<file path="src/rtl/space_wire_pkg.sv">
// Shared types and widths for the SpaceWire time-code master.
package space_wire_pkg;

  localparam int unsigned TIME_W  = 6;
  localparam int unsigned FLAGS_W = 2;
  localparam int unsigned CODE_W  = FLAGS_W + TIME_W;

  typedef enum logic [1:0] {
    ST_IDLE = 2'd0,
    ST_PEND = 2'd1,
    ST_SEND = 2'd2
  } state_e;

  typedef struct packed {
    logic [FLAGS_W-1:0] flags;
    logic [TIME_W-1:0]  tval;
  } time_code_t;

  // Time counter advance; wraps 63 -> 0 through the 6-bit result.
  function automatic logic [TIME_W-1:0] time_inc(input logic [TIME_W-1:0] t);
    return t + TIME_W'(1);
  endfunction

endpackage

</file>
<file path="src/rtl/space_wire_time_master_if.sv">
// Time-code handshake between the time master and the link transmitter.
interface space_wire_time_master_if;

  logic                              o_tx_req;
  logic [space_wire_pkg::CODE_W-1:0] o_tx_time_code;
  logic                              i_tx_ready;
  logic                              i_tx_ack;

  modport master (
    output o_tx_req,
    output o_tx_time_code,
    input  i_tx_ready,
    input  i_tx_ack
  );

  modport slave (
    input  o_tx_req,
    input  o_tx_time_code,
    output i_tx_ready,
    output i_tx_ack
  );

endinterface

</file>
<file path="src/rtl/space_wire_period_timer.sv">
// Down-counter producing a one-cycle expire pulse every i_period clocks.
module space_wire_period_timer #(
  parameter int unsigned PERIOD_W = 24
) (
  input  logic                i_clk,
  input  logic                i_reset_n,
  input  logic                i_enable,
  input  logic                i_restart,
  input  logic [PERIOD_W-1:0] i_period,
  output logic                o_expire_c
);

  logic [PERIOD_W-1:0] count_q;
  logic [PERIOD_W-1:0] count_d;

  // A zero period never expires; the restart cycle only reloads.
  assign o_expire_c = i_enable && !i_restart && (i_period != '0) && (count_q == '0);

  always_comb begin
    count_d = count_q - PERIOD_W'(1);
    if (!i_enable || i_restart || o_expire_c) begin
      count_d = i_period - PERIOD_W'(1);
    end
  end

  always_ff @(posedge i_clk or negedge i_reset_n) begin
    if (!i_reset_n) begin
      count_q <= '0;
    end else begin
      count_q <= count_d;
    end
  end

endmodule

</file>
<file path="src/rtl/space_wire_time_master.sv">
// SpaceWire time master: counts tick events and hands time codes to the transmitter.
module space_wire_time_master
  import space_wire_pkg::*;
#(
  parameter int unsigned PERIOD_W = 24
) (
  input  logic                      i_clk,
  input  logic                      i_reset_n,
  input  logic                      i_enable,
  input  logic [PERIOD_W-1:0]       i_period,
  input  logic                      i_tick_in,
  input  logic [FLAGS_W-1:0]        i_ctrl_flags,
  input  logic                      i_load,
  input  logic [TIME_W-1:0]         i_load_value,
  space_wire_time_master_if.master  tx,
  output logic [TIME_W-1:0]         o_time_value,
  output logic                      o_busy,
  output logic                      o_overrun
);

  state_e            state_q, state_d;
  logic [TIME_W-1:0] time_q, time_d;
  time_code_t        code_q, code_d;
  logic              req_q, req_d;
  logic              busy_q, busy_d;
  logic              overrun_q, overrun_d;
  logic              en_q, en_d;

  logic              expire_c;
  logic              restart_c;
  logic              tick_c;
  logic [TIME_W-1:0] next_time_c;

  // Timer reloads on the first enabled cycle so it never expires straight out of reset.
  assign restart_c   = i_enable && !en_q;
  assign tick_c      = i_enable && (i_tick_in || expire_c);
  assign next_time_c = time_inc(i_load ? i_load_value : time_q);

  space_wire_period_timer #(
    .PERIOD_W (PERIOD_W)
  ) u_period_timer (
    .i_clk      (i_clk),
    .i_reset_n  (i_reset_n),
    .i_enable   (i_enable),
    .i_restart  (restart_c),
    .i_period   (i_period),
    .o_expire_c (expire_c)
  );

  always_ff @(posedge i_clk or negedge i_reset_n) begin
    if (!i_reset_n) begin
      state_q <= ST_IDLE;
    end else begin
      state_q <= state_d;
    end
  end

  always_comb begin
    state_d = state_q;
    unique case (state_q)
      ST_IDLE: if (tick_c)        state_d = tx.i_tx_ready ? ST_SEND : ST_PEND;
      ST_PEND: if (tx.i_tx_ready) state_d = ST_SEND;
      ST_SEND: if (tx.i_tx_ack)   state_d = ST_IDLE;
      default:                    state_d = ST_IDLE;
    endcase
    if (!i_enable) begin
      state_d = ST_IDLE;
    end
  end

  // Ticks outside IDLE are dropped; a lone load never touches a latched code.
  always_comb begin
    time_d    = time_q;
    code_d    = code_q;
    req_d     = (state_d == ST_SEND);
    busy_d    = (state_d != ST_IDLE);
    overrun_d = tick_c && (state_q != ST_IDLE);
    en_d      = i_enable;
    if (tick_c && (state_q == ST_IDLE)) begin
      time_d      = next_time_c;
      code_d.flags = i_ctrl_flags;
      code_d.tval  = next_time_c;
    end else if (i_load) begin
      time_d = i_load_value;
    end
  end

  always_ff @(posedge i_clk or negedge i_reset_n) begin
    if (!i_reset_n) begin
      time_q    <= '0;
      code_q    <= '0;
      req_q     <= 1'b0;
      busy_q    <= 1'b0;
      overrun_q <= 1'b0;
      en_q      <= 1'b0;
    end else begin
      time_q    <= time_d;
      code_q    <= code_d;
      req_q     <= req_d;
      busy_q    <= busy_d;
      overrun_q <= overrun_d;
      en_q      <= en_d;
    end
  end

  assign tx.o_tx_req       = req_q;
  assign tx.o_tx_time_code = code_q;
  assign o_time_value      = time_q;
  assign o_busy            = busy_q;
  assign o_overrun         = overrun_q;

endmodule

</file>
<file path="src/flat_wrapper.sv">
// flat-port wrapper written by rule: the top's interface ports become plain ports
module space_wire_time_master_flat import space_wire_pkg::*;
#(
  parameter int unsigned PERIOD_W = 24
)
  (i_clk, i_reset_n, i_enable, i_period, i_tick_in, i_ctrl_flags, i_load, i_load_value, o_time_value, o_busy, o_overrun, tx_o_tx_req, tx_o_tx_time_code, tx_i_tx_ready, tx_i_tx_ack);
  space_wire_time_master_if tx_i ();
  input  logic i_clk;
  input  logic i_reset_n;
  input  logic i_enable;
  input  logic [PERIOD_W-1:0] i_period;
  input  logic i_tick_in;
  input  logic [FLAGS_W-1:0] i_ctrl_flags;
  input  logic i_load;
  input  logic [TIME_W-1:0] i_load_value;
  output logic [TIME_W-1:0] o_time_value;
  output logic o_busy;
  output logic o_overrun;
  output wire logic [$bits(tx_i.o_tx_req)-1:0] tx_o_tx_req;
  output wire logic [$bits(tx_i.o_tx_time_code)-1:0] tx_o_tx_time_code;
  input wire logic [$bits(tx_i.i_tx_ready)-1:0] tx_i_tx_ready;
  input wire logic [$bits(tx_i.i_tx_ack)-1:0] tx_i_tx_ack;
  assign tx_o_tx_req = tx_i.o_tx_req;
  assign tx_o_tx_time_code = tx_i.o_tx_time_code;
  assign tx_i.i_tx_ready = tx_i_tx_ready;
  assign tx_i.i_tx_ack = tx_i_tx_ack;
  space_wire_time_master #(.PERIOD_W(PERIOD_W)) u_core (.i_clk(i_clk), .i_reset_n(i_reset_n), .i_enable(i_enable), .i_period(i_period), .i_tick_in(i_tick_in), .i_ctrl_flags(i_ctrl_flags), .i_load(i_load), .i_load_value(i_load_value), .tx(tx_i), .o_time_value(o_time_value), .o_busy(o_busy), .o_overrun(o_overrun));
endmodule
</file>
<file path="config.mk">
export PLATFORM = sky130hd
export DESIGN_NAME = space_wire_time_master_flat
export DESIGN_NICKNAME = d
export VERILOG_FILES = /design/src/rtl/space_wire_pkg.sv /design/src/rtl/space_wire_time_master_if.sv /design/src/rtl/space_wire_period_timer.sv /design/src/rtl/space_wire_time_master.sv /design/src/flat_wrapper.sv
export SDC_FILE = /design/constraint.sdc
export NUM_CORES = 1
export LEC_CHECK = 0
export ABC_AREA = 1
export CAP_MARGIN = 5
export CELL_PAD_IN_SITES_DETAIL_PLACEMENT = 2
export CELL_PAD_IN_SITES_GLOBAL_PLACEMENT = 2
export CORE_MARGIN = 2
export CORE_UTILIZATION = 29
export CTS_CLUSTER_DIAMETER = 100
export DETAILED_ROUTE_END_ITERATION = 6
export PLACE_DENSITY = 0.88
export RECOVER_POWER = 25
export SLEW_MARGIN = 10
export SYNTH_ARGS = -nofsm -noshare
export SYNTH_HDL_FRONTEND = slang
export SYNTH_HIERARCHICAL = 1
export SYNTH_SLANG_ARGS = --single-unit
</file>
<file path="constraint.sdc">
create_clock -name i_clk -period 2.67 [get_ports i_clk]
set_input_delay 0.801 -clock i_clk [delete_from_list [all_inputs] [get_ports i_clk]]
set_output_delay 0.801 -clock i_clk [all_outputs]
set_load 0.01 [all_outputs]
</file>
==> results.md, run 1 <==
* Synth Register Bits at 44
* Syn_area_per_cell at 6.44 um^2
* Area of the mapped netlist at about 3300 um^2
* Syn Inst Count at 513
* Stopped at: 5_1_grt
* IO buf count at 55
* Top cells by area, synth: dfrtp_1 33%, nand2_1 24%, nand3_1 7.6%
* I/O pins at 56
* Die H at roughly 110 um
* Starting Density at between 30% and 40%
* Routability congestion estimate at 0.828
* Type of pin the worst path ends at: sequential cell input
* Placed Cells incl. Taps at between 700 and 800
* Number of antenna violations at the first check in global routing at 2
* Critical endpoint after global-route timing repair: u_core/u_period_timer/count_q[23]$_DFF_PN0_/D
* Chip width at about 110 um
* Synth Net Count at 554
* Err: [ERROR DPL-0033] detailed placement checks failed during check placement.
* Clk sink count at 44
* Share of the synthesized area in the top cell type at 33.3%
* Outcome: did not finish
* Pre-CTS setup slack at -0.925 ns
* CTS max path bufs at 2
* # H-tree levels at 2
* CTS root buffer: clkbuf_16
* CTS Buf Count at 5
* Yosys top cell by area: dfrtp_1
* Area of placed instances at approximately 4500 um^2
* Row count at 38
* Warnings from Yosys at 6
* Largest net degree at the start of global routing at 25
* Yosys cell types at 32
* Seq/Total Area, Yosys at 33.3%
* Detailed Place HPWL at 11.4 mm
-- logic make-up after synthesis --
kind of cell | synth area share, %
xor gates and xnor gates | 2.92
DFF | 33.3
adders and majority gates | 0.757
AOI/OAI and AO/OA | 2.73
buffers and inverters | 9.43
and+or+nand+nor | 50.9
-- stage by stage --
step / hold WS [ns] / setup TNS, ns
global placement: 0.457 / -17.83
detailed placement: 0.471 / -24.18
CTS: 0.485 / 0
floorplan: 0.492 / 0
-- cell usage after synthesis (all sizes together) --
master / instances
dfrtp: 44
o21ai: 7
nand2: 226
nor3: 1
xor2: 11
inv: 54
nand3: 51
clkbuf: 2
o21bai: 2
nand3b: 17
and2: 1
a21oi: 5
o211ai: 1
buf: 11
nor2: 75
clkinv: 1
ha: 2
or2: 2
-- timing repair --
item	4_1_cts
hold endpoints to repair	0
buffers inserted	43
gates cloned	5
resized for setup	198
endpoints found under the setup margin	40
pin swaps	75
hold buffers	0
==> run 2: changes to the inputs <==
- CELL_PAD_IN_SITES_DETAIL_PLACEMENT: 2 -> default
- CELL_PAD_IN_SITES_GLOBAL_PLACEMENT: 2 -> default
- CORE_UTILIZATION: 29 -> 40
- CTS_CLUSTER_DIAMETER: 100 -> default
- PLACE_DENSITY: 0.88 -> default
- PLACE_DENSITY_LB_ADDON: default -> 0.15
==> run 2 against run 1 <==
The flow now finishes without violations. Synthesized area stayed put. Synthesized cell count did not move.
==> results.md, run 2 <==
* WL final at between 9 and 10 mm
* Fin util at approximately three fifths
* IO buf count at 55
* Reg clk slew, reported paths at 0.09 ns
* Arrival @ worst endpoint at 2.79 ns
* Via density per instance at between 4 and 5
* Detailed Place HPWL at just over 7 mm
* Outcome: finished, final reports clean
* Skew final at 0.0112 ns
* I/O pins at 56
* Pwr Density at 405 nW/um^2
* # DRC at 0
* Final WS setup at 0.109 ns
* Clk sink count at 44
* Max Cap Violations at 0
* R2R depth at 15
* Die area at roughly 9000 um^2
* CTS Buf Count at 5
* Global route overflow at 0
* Worst R2R Setup Slack at 0.23 ns
* Finished layout cell area at slightly below 5000 um^2
* VDD IR max at 0.240 mV
* Share of the synthesized area in the top cell type at roughly a third
* Initial drt markers at about 150
* Area growth syn-to-layout at 49.0%
* CTS root buffer: clkbuf_8
* Number of antenna violations at the first check in global routing at 0
* Setup TNS at 0 ns
* Post-layout min period at roughly 2.6 ns
* Commonest non-fill, non-tap cells in the layout: 187 x nand2_1, 71 x buf_4, 44 x inv_1, 44 x nand3_1, 44 x dfrtp_1
* Static Leakage at 2.60 nW
* Vias in the first global route at 3578
* Top cells by area, synth: dfrtp_1 33%, nand2_1 24%, nand3_1 7.6%
* Worst-path fanout max at 6
* Row count at 33
* Top cell by count, worst path: nor2_2
* Synth Net Count at 554
* Starting Density at 40.8%
* Hold Path Depth at 2
* WP data required at 2.90 ns
* Top-count cell post-synth: nand2_1
* Share of cells above drive strength 1 at 28.3%
* CP max stage cell: dlygate4sd2_1
* Warnings from Yosys at 6
* Final Hold Vio Count at 0
* CP Cell Sequence: dlygate4sd2_1 -> nor2_2 -> nand3_4 -> nor2_4 -> nand3_4 -> nand2_8 -> buf_6 -> nand3b_1 -> nand2_2 -> ha_4 -> nand2_1 -> nor2_2 -> nand2_2 -> nor2_2 -> xor2_1
* Per-cell routed wire length at between 10 and 15 um
* Syn_area_per_cell at approximately 6.4 um^2
* Max reg flops at 24
* # setup viols final at 0
* Nets@finish at just under 700
* Yosys cell types at 32
* Syn Inst Count at 513
* WHS Endpoint: u_core/tx.o_tx_time_code[6]
* Crit path buffers/inverters at 2
* Tot GR Track Use at between 20 and 25%
* Post-route ant nets at 0
* Worst hold path type: reg2reg
* Area of placed instances at roughly 4400 um^2
* Chip width at ~95 um
* Commonest non-fill, non-tap cell in the layout: nand2_1
* Leading cell types by count after synthesis: 208 x nand2_1, 59 x nor2_1, 52 x inv_1
* FFs w/ async S/R, synth at 100%
* Synth Register Bits at 44
* RSZ-0062 raised after global routing: no
* Pre-CTS setup slack at -0.550 ns
* Crit path largest cell delay at between 0.2 and 0.3 ns
* CTS max path bufs at 2
* Largest net degree at the start of global routing at 29
* FMAX at ~390 MHz
* # H-tree levels at 2
* Slew margin rel. at 10.6%
* Seq/Total Area, Yosys at between 30 and 40%
* Placed Cells incl. Taps at 731
* Number of synthesized flops with an enable pin at 0
* Cts hold-fix bufs at 0
* Top reg by flops: u_core/u_period_timer/count_q
* Yosys top cell by area: dfrtp_1
* Area of the mapped netlist at roughly 3300 um^2
* First-pass GRT wire length at 15.9 mm
* Pre-antenna DRT Iters at 4
* TritonCTS clock tree: built
* Layout Cells excl Fill at 752
* Ant diodes at 0
* Vias at 3604
* Period utilisation layout at 95.9%
* Crit-path leading delay family: simple AND/OR/NAND/NOR gates
* Post-synth top flop: dfrtp_1
* Die H at between 90 and 100 um
* Core footprint at 8090 um^2
* Skew-Pair Late Insertion Delay at a little over 0.3 ns
* Hold_sp: u_core/tx.o_tx_time_code[6]
* Critical Path Start Type: primary input
* Crit path kind: in2reg
* Crit. End Element: flop
* Pin slew with the least headroom to its limit at 1.34 ns
* Routability congestion estimate at 0.881
* Worst flop-to-flop path startpoint: u_core/u_period_timer/count_q[22]
* Reg2reg end: u_core/u_period_timer/count_q[12]
* Final Max Slew Viols at 0
[run 2: cells by family (layout without fill, tap and decap cells)]
group,count (synthesis),count (layout),synth area share [%]
simple gates,373,374,50.9
xor+xnor,11,11,2.92
compound gates,15,15,2.73
flops,44,44,33.3
buf+inv,68,201,9.43
fa+ha+maj,2,2,0.757
[run 2: where the power goes]
part	internal (W)	switching [W]	leakage, nW
Clock	0.000186	0.000254	0.0404
Combinational	0.000365	0.000387	2.03
Sequential	0.000750	0.0000507	0.536
[run 2: worst max-delay path by stage]
stage,start,cells past startpoint,slack [ns],end
finish,i_period[12],15,0.11,u_core/u_period_timer/count_q[12]
global route,i_period[12],16,0.006,u_core/u_period_timer/count_q[14]
CTS,i_period[2],14,0.0004,u_core/u_period_timer/count_q[10]
detailed placement,i_period[22],16,-0.55,u_core/u_period_timer/count_q[22]
global placement,i_period[23],16,-0.55,u_core/u_period_timer/count_q[22]
floorplan,i_enable,19,0.21,u_core/u_period_timer/count_q[16]
[run 2: layout make-up]
type	instances	area (um^2)
flip-flops and latches	44	1100
fillers	775	3170
multi-input cells	402	2130
inverters	55	208
clock inverters	3	23.8
well taps	105	131
repair buffers	138	1260
clock buffers	5	68.8
[run 2: routing by layer]
metal / track usage, % / wire (um)
met5: 0 / 0
met4: 7.25 / 156
met3: 2.15 / 405
met2: 40.5 / 4900
met1: 27.8 / 4120
[run 2: tightest hold or removal path, stage by stage (launching register included)]
cell,delay (ns)
dfrtp_1,0.35
nand2_1,0.05
nand2_1,0.04
[run 2: stage by stage]
| step | hold slack, ns | power, W |
|---|---|---|
| 3_5_place_dp | 0.458 | 0.00150 |
| 6_report | 0.475 | 0.00199 |
| 3_3_place_gp | 0.455 | 0.00149 |
| 2_1_floorplan | 0.492 | 0.00115 |
| 5_1_grt | 0.507 | 0.00212 |
| 4_1_cts | 0.482 | 0.00198 |
[run 2: what timing repair did]
action,CTS,global route
buffers inserted,8,2
resized for setup,48,55
pin swaps,30,28
endpoints found under the setup margin,27,26
gates cloned,2,1
(Power assumes the default switching activity.)
==> run 3: changes to the inputs <==
- CAP_MARGIN: 5 -> 0
==> results of run 3 <==
Same layout as run 2: the final DEF is identical, and so are final timing and power.
